## src/rtl/apb_timer_multi.sv

```systemverilog
// NUM_CH independent down-counting timers behind one APB slave port.
// Each channel is one-shot or auto-reload, with a sticky timeout flag and an interrupt enable.
module apb_timer_multi #(
  parameter int unsigned NUM_CH    = 4,
  parameter int unsigned CNT_W     = 16,
  parameter logic [31:0] BASE_ADDR = 32'hA000
) (
  input  logic              pclk,
  input  logic              preset_n,
  input  logic              psel_o,
  input  logic              penable_o,
  input  logic [31:0]       paddr_o,
  input  logic              pwrite_o,
  input  logic [CNT_W-1:0]  pwdata_o,
  output logic [CNT_W-1:0]  prdata_i,
  output logic              pready_i,
  output logic              pslverr_i,
  output logic [NUM_CH-1:0] timeout,
  output logic              irq
);

  localparam int unsigned CH_W      = (NUM_CH > 1) ? $clog2(NUM_CH) : 1;
  localparam logic [31:0] MAP_BYTES = 32'(4 * NUM_CH);

  typedef enum logic [1:0] {
    REG_LOAD   = 2'd0,
    REG_CTRL   = 2'd1,
    REG_COUNT  = 2'd2,
    REG_STATUS = 2'd3
  } reg_e;

  typedef enum logic [1:0] {
    ST_IDLE,
    ST_RUN,
    ST_DONE
  } ch_state_e;

  // ---------------------------------------------------------------------------
  // Address decode
  // ---------------------------------------------------------------------------
  logic [31:0]     offset;
  logic            in_map;
  logic [CH_W-1:0] sel_ch;
  reg_e            sel_reg;
  logic            addr_err;

  // paddr below BASE_ADDR wraps the subtraction, so the lower bound is checked explicitly.
  assign offset   = paddr_o - BASE_ADDR;
  assign in_map   = (paddr_o >= BASE_ADDR) && (offset < MAP_BYTES);
  assign sel_ch   = offset[2 +: CH_W];
  assign sel_reg  = reg_e'(offset[1:0]);
  assign addr_err = !in_map || (pwrite_o && (sel_reg == REG_COUNT));

  // ---------------------------------------------------------------------------
  // APB handshake: setup cycle raises pready, commit happens while it is high
  // ---------------------------------------------------------------------------
  logic             pready_q, pready_d;
  logic             pslverr_q, pslverr_d;
  logic [CNT_W-1:0] prdata_q, prdata_d;
  logic [CNT_W-1:0] rdata;
  logic             xfer_setup;
  logic             wr_commit;

  assign xfer_setup = psel_o && penable_o && !pready_q;
  assign wr_commit  = psel_o && penable_o && pready_q && pwrite_o && !addr_err;

  // ---------------------------------------------------------------------------
  // Per-channel timers
  // ---------------------------------------------------------------------------
  logic [CNT_W-1:0]  load_arr  [NUM_CH];
  logic [CNT_W-1:0]  count_arr [NUM_CH];
  logic [NUM_CH-1:0] en_vec, auto_vec, ie_vec, flag_vec;

  for (genvar c = 0; c < NUM_CH; c++) begin : g_ch
    ch_state_e        state_q;
    logic [CNT_W-1:0] load_q, count_q;
    logic             en_q, auto_q, ie_q, flag_q;
    logic             hit, load_wr, ctrl_wr, stat_w1c;
    logic             stop_req, start_req, run_auto, expire;

    assign hit       = wr_commit && (sel_ch == CH_W'(c));
    assign load_wr   = hit && (sel_reg == REG_LOAD);
    assign ctrl_wr   = hit && (sel_reg == REG_CTRL);
    assign stat_w1c  = hit && (sel_reg == REG_STATUS) && pwdata_o[0];
    assign stop_req  = ctrl_wr && !pwdata_o[0];
    assign start_req = ctrl_wr && pwdata_o[0] && (state_q != ST_RUN);
    // A CTRL write landing on the expiry edge already decides reload vs. stop.
    assign run_auto  = ctrl_wr ? pwdata_o[1] : auto_q;
    assign expire    = (state_q == ST_RUN) && (count_q == '0) && !stop_req;

    always_ff @(posedge pclk) begin
      if (!preset_n) begin
        // NOTE: every channel register is reset, not just the FSM state,
        // because software may read LOAD/COUNT/CTRL straight out of reset.
        state_q <= ST_IDLE;
        load_q  <= '0;
        count_q <= '0;
        en_q    <= 1'b0;
        auto_q  <= 1'b0;
        ie_q    <= 1'b0;
        flag_q  <= 1'b0;
      end else begin
        // NOTE: non-blocking assignments throughout, so every branch below
        // sees the pre-edge values of state_q/count_q regardless of order.
        if (load_wr) load_q <= pwdata_o;
        if (ctrl_wr) begin
          auto_q <= pwdata_o[1];
          ie_q   <= pwdata_o[2];
        end

        case (state_q)
          ST_RUN: begin
            if (stop_req) begin
              state_q <= ST_IDLE;
              en_q    <= 1'b0;
            end else if (count_q != '0) begin
              count_q <= count_q - CNT_W'(1);
            end else if (run_auto) begin
              count_q <= load_q;
            end else begin
              state_q <= ST_DONE;
              en_q    <= 1'b0;
            end
          end
          default: begin
            if (start_req) begin
              state_q <= ST_RUN;
              en_q    <= 1'b1;
              count_q <= load_q;
            end else if (stop_req) begin
              state_q <= ST_IDLE;
              en_q    <= 1'b0;
            end
          end
        endcase

        // Expiry beats a simultaneous write-1-to-clear.
        if (expire)        flag_q <= 1'b1;
        else if (stat_w1c) flag_q <= 1'b0;
      end
    end

    assign load_arr[c]  = load_q;
    assign count_arr[c] = count_q;
    assign en_vec[c]    = en_q;
    assign auto_vec[c]  = auto_q;
    assign ie_vec[c]    = ie_q;
    assign flag_vec[c]  = flag_q;
  end

  // ---------------------------------------------------------------------------
  // Read mux and APB response registers
  // ---------------------------------------------------------------------------
  always_comb begin
    // NOTE: default first so no path through the case leaves rdata unassigned
    // (which would otherwise infer a latch).
    rdata = '0;
    if (in_map) begin
      case (sel_reg)
        REG_LOAD:   rdata = load_arr[sel_ch];
        REG_CTRL:   rdata = CNT_W'({ie_vec[sel_ch], auto_vec[sel_ch], en_vec[sel_ch]});
        REG_COUNT:  rdata = count_arr[sel_ch];
        REG_STATUS: rdata = CNT_W'(flag_vec[sel_ch]);
        default:    rdata = '0;
      endcase
    end
  end

  always_comb begin
    pready_d  = xfer_setup;
    pslverr_d = xfer_setup && addr_err;
    prdata_d  = prdata_q;
    if (xfer_setup && !pwrite_o) prdata_d = addr_err ? '0 : rdata;
  end

  always_ff @(posedge pclk) begin
    if (!preset_n) begin
      pready_q  <= 1'b0;
      pslverr_q <= 1'b0;
      prdata_q  <= '0;
    end else begin
      pready_q  <= pready_d;
      pslverr_q <= pslverr_d;
      prdata_q  <= prdata_d;
    end
  end

  assign pready_i  = pready_q;
  assign pslverr_i = pslverr_q;
  assign prdata_i  = prdata_q;
  assign timeout   = flag_vec;
  assign irq       = |(flag_vec & ie_vec);

endmodule
```

## config.mk

```make
export PLATFORM = sky130hd
export DESIGN_NAME = apb_timer_multi
export DESIGN_NICKNAME = d
export VERILOG_FILES = /design/src/rtl/apb_timer_multi.sv
export SDC_FILE = /design/constraint.sdc
export NUM_CORES = 1
export LEC_CHECK = 0
export CAP_MARGIN = 20
export CORE_MARGIN = 2
export CORE_UTILIZATION = 50
export DETAILED_ROUTE_END_ITERATION = 10
export GPL_TIMING_DRIVEN = 0
export PLACE_DENSITY = 0.7
export SLEW_MARGIN = 0
export SYNTH_ARGS = -nofsm -noshare
export SYNTH_HDL_FRONTEND = slang
export SYNTH_SLANG_ARGS = --single-unit
```

## constraint.sdc

```tcl
create_clock -name pclk -period 9.9 [get_ports pclk]
set_clock_uncertainty 0.05 [all_clocks]
set_input_delay 0.99 -clock pclk [delete_from_list [all_inputs] [get_ports pclk]]
set_output_delay 0.99 -clock pclk [all_outputs]
set_load 0.01 [all_outputs]
```

Yosys cells after proc, flatten, opt, wreduce, memory -nomap -nowiden
Index checks and enable logic that the tools add are counted.

Add/sub/neg operators: 5. Magnitude comparators: 4. Eq/ne operators: 30. Mux-type cells: 97. Bitwise gates (word level): 2. Reduce and logical (&&, ||, !) cells: 90.

Operators by type and width (count): $mux W16 (26); $bmux W16 S2 (2); $logic_not A16 Y1 (4); $pmux W16 S4 (1); $reduce_bool A16 Y1 (4); $sub A16 B1 Y16 const B (4); $logic_and A1 B1 Y1 (49); $mux W2 (24); $mux W1 (40); $ge A32 B16 Y1 const B (1); $lt A32 B5 Y1 const B (1); $sub A32 B16 Y32 const B (1); $ne A3 B3 Y1 const B (8); $reduce_and A3 Y1 (8); $reduce_bool A2 Y1 (8); $eq A2 B1 Y1 const B (6); $ne A3 B2 Y1 const B (4); $reduce_bool A3 Y1 (4); $logic_not A1 Y1 (9); $bmux W1 S2 (4); $eq A2 B2 Y1 const B (4); $ne A2 B1 Y1 const B (4); $ne A2 B2 Y1 const B (4); $and A4 B4 Y4 (1); other kinds (6) (7).

Bits in registers: 170. Input port bits: 53. Output and inout port bits: 23. Logic and storage cells: 259.

Longest topological paths before layout
Depth after elaboration: 14. Depth in mapped cells: 13. Depth with buffers taken out: 11.

Worst setup path before layout
No wires, ideal clock.

Kind: input port to flip-flop. Start point: in paddr_o[13]. End point: reg g_ch[3].count_q[3]. Setup time: 0.130 ns. Data arrival time: 3.828 ns. Required time: 9.720 ns. Setup slack: 5.891 ns. Cell stages on the path: 12. Buffers on the path: 1. Cells stage by stage: inv_1 ha_1 xor2_1 o32a_1 nor4_1 nand4b_2 nor4_2 mux2_4 or3_4 clkbuf_1 o211ai_1 o31ai_1.

Longest elaborated chain between the ends: 13. Elaborated cells on any way between the ends: 18. Those cells by class: add/sub (1); order compare (2); eq/ne (2); mux (1); reduce/logical (12).

Ends and longest elaborated chain: start: declaration (RTL line 12) `input logic [31:0] paddr_o,`; $sub A32 B16 Y32 (RTL line 48) `assign offset = paddr_o - BASE_ADDR;`; $lt A32 B5 Y1 (RTL line 49) `assign in_map = (paddr_o >= BASE_ADDR) && (offset < MAP_BYTES);`; $logic_and A1 B1 Y1 * (RTL line 49); $logic_not A1 Y1 * (RTL line 52) `assign addr_err = !in_map || (pwrite_o && (sel_reg == REG_COUNT));`; $logic_or A1 B1 Y1 * (RTL line 52); $logic_not A1 Y1 * (RTL line 65) `assign wr_commit = psel_o && penable_o && pready_q && pwrite_o && !addr_err;`; $logic_and A1 B1 Y1 * (RTL line 65); $logic_and A1 B1 Y1 * (RTL line 81) `assign hit = wr_commit && (sel_ch == CH_W'(c));`; $logic_and A1 B1 Y1 * (RTL line 83) `assign ctrl_wr = hit && (sel_reg == REG_CTRL);`; branches (longest 3 deep; another with $ne A3 B2 Y1); $reduce_and A3 Y1 (no line) *; end signal: assignment (RTL line 117) `count_q <= count_q - CNT_W'(1);`; end signal: assignment (RTL line 119) `count_q <= load_q;`; end signal: assignment (RTL line 129) `count_q <= load_q;`; end: declaration (RTL line 76) `logic [CNT_W-1:0] load_q, count_q;`.

Every way passes the cells marked *. A chain may end at the register's enable or synchronous reset.

Worst setup path after layout
Start point: in paddr_o[13]. End point: reg g_ch[1].count_q[14].

Longest elaborated chain between the ends: 13. Elaborated cells on any way between the ends: 18. Those cells by class: add/sub (1); order compare (2); eq/ne (2); mux (1); reduce/logical (12).

Ends and longest elaborated chain (RTL line): $sub A32 B16 Y32 (48); $lt A32 B5 Y1 (49); $logic_and A1 B1 Y1 * (49); $logic_not A1 Y1 * (52); $logic_or A1 B1 Y1 * (52); $logic_not A1 Y1 * (65); $logic_and A1 B1 Y1 * (65); $logic_and A1 B1 Y1 * (81); $logic_and A1 B1 Y1 * (83); branches (longest 3 deep; another with $ne A3 B2 Y1); $reduce_and A3 Y1 (no line) *; end signal: assignment (117); end signal: assignment (119); end signal: assignment (129); end: declaration (76).

Marked as above.

==> results.yml <==
placement:
  place_area_um2: 10700
  place_congestion: 1.01
  dpl.hpwl_um: 26400
  portBuffers: 71
  dp_cells: 1540
yosys:
  syn_nets: 1271
  synth.top_cell.area_share_pct: 34.5
  ys_ff_latch: 166
  synth.largest_area_cell: "dfxtp_1"
  synth-seq-area-share_pct: 34.5
  synth.top_cells.by_area: "dfxtp_1, mux4_2, a21oi_1, nand2_1, nor2_1"
  ys_types: 67
  synthCells: 1209
  async_reset_ff_share_pct: 0
  ys_warn_count: 0
  ys.flop_type: "dfxtp_1"
  synth-edff-count: 0
  synth_area_per_cell_um2: 7.97
  syn_area_um2: 9640
clock_network:
  ctsHoldBuffers: 0
  cts.reportedPaths.clkPinSlew_ns: 0.06
  cts_resized: 0
  cts_tree: "built"
  clock_latency_ns: 0.44
  root_buffer: "clkbuf_16"
  cts_made_buffers: 17
  cts.path.max_buffers: 2
  cts_setup_buffers: 0
  ctsHtreeMaxLevel: 4
  clock_sinks: 166
layout:
  nets: 1361
  drive_gt1_share_pct: 9.91
  final_common_cell: "nand2_1"
  instances_no_fill: 1572
  nFillCells: 1717
  mostFrequentLayoutCells: "nand2_1, dfxtp_1, a21oi_1, nor2_1, clkdlybuf4s50_1"
  n_antenna_cell: 0
  syn_to_final_growth_pct: 16.5
  postLayoutCellArea_um2: 11200
  multi_input_area_um2: 5870
  seq_area_um2: 3320
floorplanning:
  start_util_pct: 51.2
  rows: 50
  pin_count: 76
  design.core.area_um2: 18800
  die_y_um: 143
  die-area_um2: 20400
  die_x_um: 143
timing:
  drv_slew: 0
  max_freq_ghz: 0.204
  post-route-period-util_pct: 49.5
  whs_ns: 0.407
  rsz0062_at_grt: "no"
  fin_tns_setup_ns: 0
  slew_headroom_pct: 41.7
  tightestPinTransition_ns: 0.874
  period_minus_slack_ns: 4.90
  finalSetupViolCount: 0
  report.final.hold_viol_count: 0
run_status:
  status: "finished, final reports clean"
global_route:
  grt_start_max_net_pins: 17
  antenna_found_initial: 0
  grt_pass1_wl_um: 52000
  grt_pass1_vias: 8939
  overflow: 0
  gr-usage-all-layers_pct: 33.9
critical_path:
  startpoint: "paddr_o[13]"
  max_stage_delay_ns: 0.74
  cp-endpoint: "g_ch[1].count_q[14]"
  regToRegStartpoint: "pready_i"
  path_buf_inv: 3
  critical_path.startpoint_type: "input port"
  crit_path_max_fanout: 10
  worstPathRequired_ns: 10.13
  ff2ff_setup_slack_ns: 6.08
  path_depth: 13
  crit_type: "input port to register"
  worst_r2r_endpoint: "g_ch[1].count_q[14]"
  cp_cell_sequence: "clkdlybuf4s50_1 -> inv_1 -> ha_1 -> xor2_1 -> o32a_1 -> nor4_1 -> nand4b_2 -> nor4_4 -> mux2i_1 -> nand2_1 -> buf_2 -> o21ai_0 -> a21oi_1"
  cp_top_family: "simple AND/OR/NAND/NOR gates"
  r2r.worst_path.cells: 10
  cp.arrival_ns: 5.13
  slowest_stage: "mux2i_1"
  endpoint_kind: "register"
power:
  power_uw: 1420
  clkPwrFrac_pct: 46.0
  power_switching_uw: 337
  power_frac_comb_pct: 6.8
  leakage_uw: 0.00378
  cellPowerDensity_nw_per_um2: 126
  p_sw_share_pct: 23.8
  peakVddDrop_mv: 0.120
  p_seq_share_pct: 47.2
  p_int_uw: 1080
min_path:
  min_delay_path_depth: 2
  worstHoldPathType: "register to register"
drt:
  drc: 0
  ant_nets: 0
  vias: 9903
  drtIter0Drc: 1396
  dr.pass1.iters: 6
  avgRoutedWirePerCell_um: 21.8
  drt-total-wl_um: 34200
  via_per_inst: 6.30
run:
  maxCapViolations: 0
## kinds of logic after synthesis
kind of cell | share of synthesized area [%]
simple gates | 27.5
compound gates | 19.9
flops | 34.5
buf+inv | 4.67
mux | 12.0
fa+ha+maj | 1.17
xor+xnor | 0.273
## per-layer routing
layer / track usage [%] / vias up / wire length, um
li1: - / 4577 / -
met1: 47.6 / 4648 / 14500
met2: 50.4 / 602 / 14500
met3: 8.45 / 76 / 4110
met4: 12.9 / 0 / 1180
met5: 0 / - / 0
## registers in the layout, summed over array words and instances, names as in the netlist
name,cells
g_ch.count_q,64
g_ch.load_q,64
prdata_i,16
g_ch.state_q,8
g_ch.auto_q,4
g_ch.flag_q,4
g_ch.ie_q,4
pready_i,1
pslverr_i,1
## power by group through the flow
stage	Clock, uW	Combinational [uW]	Sequential (uW)
2_1_floorplan	0	45.5	683
3_3_place_gp	0	94.0	683
3_5_place_dp	0	94.5	683
4_1_cts	657	95.0	668
5_1_grt	685	102	668
6_report	652	96.7	668
## through the flow
stage | setup slack [ns] | utilization [%]
after detailed placement | 4.67 | 56.7
final | 5.00 | 59.7
after floorplan | 5.89 | -
after global placement | 4.65 | 56.7
after CTS | 5.10 | 59.7
after global routing | 4.78 | 59.7
## worst min-delay path by stage
stage                                  start            endpoint  slack (ns)
after floorplan           g_ch[2].state_q[1]  g_ch[2].state_q[1]        0.38
after global placement           prdata_i[0]         prdata_i[0]        0.40
after detailed placement         prdata_i[2]         prdata_i[2]        0.40
after CTS                        prdata_i[2]         prdata_i[2]        0.41
after global routing             prdata_i[0]         prdata_i[0]        0.43
final                            prdata_i[2]         prdata_i[2]        0.41
## cells in the mapped netlist (all sizes together) (4+ instances only)
library cell / number
inv: 17
clkbuf: 57
nand2: 188
nor4: 27
a22oi: 4
ha: 9
buf: 29
a211oi: 5
nor2: 148
o31ai: 37
dfxtp: 166
o21ai: 36
or3: 19
o32ai: 6
a31oi: 8
nand2b: 16
nand3: 35
mux2: 4
a21oi: 166
nor3b: 8
mux4: 37
or2: 14
nand4: 8
or4: 5
mux2i: 27
and3: 5
o221a: 6
nor2b: 9
nand3b: 5
nor3: 47
o211ai: 33
## area by class of cell
type / instances / area share [%]
Sequential cell: 166 / 29.6
Clock buffer: 23 / 4.08
Tap cell: 260 / 2.90
Inverter: 17 / 0.568
Multi-Input combinational cell: 940 / 52.2
Buffer: 86 / 3.44
Timing Repair Buffer: 71 / 6.33
Clock inverter: 9 / 0.902
## worst register-to-register path, cell delays in order (launching register included)
cell and delay (ns):
dfxtp_1 0.39, and4_1 0.38, nand3_1 0.25, nor4_1 0.28, nand4b_2 0.33, nor4_4 0.39, mux2i_1 0.74, nand2_1 0.29
buf_2 0.28, o21ai_0 0.19, a21oi_1 0.09
Power figures use the tool's default switching activity.
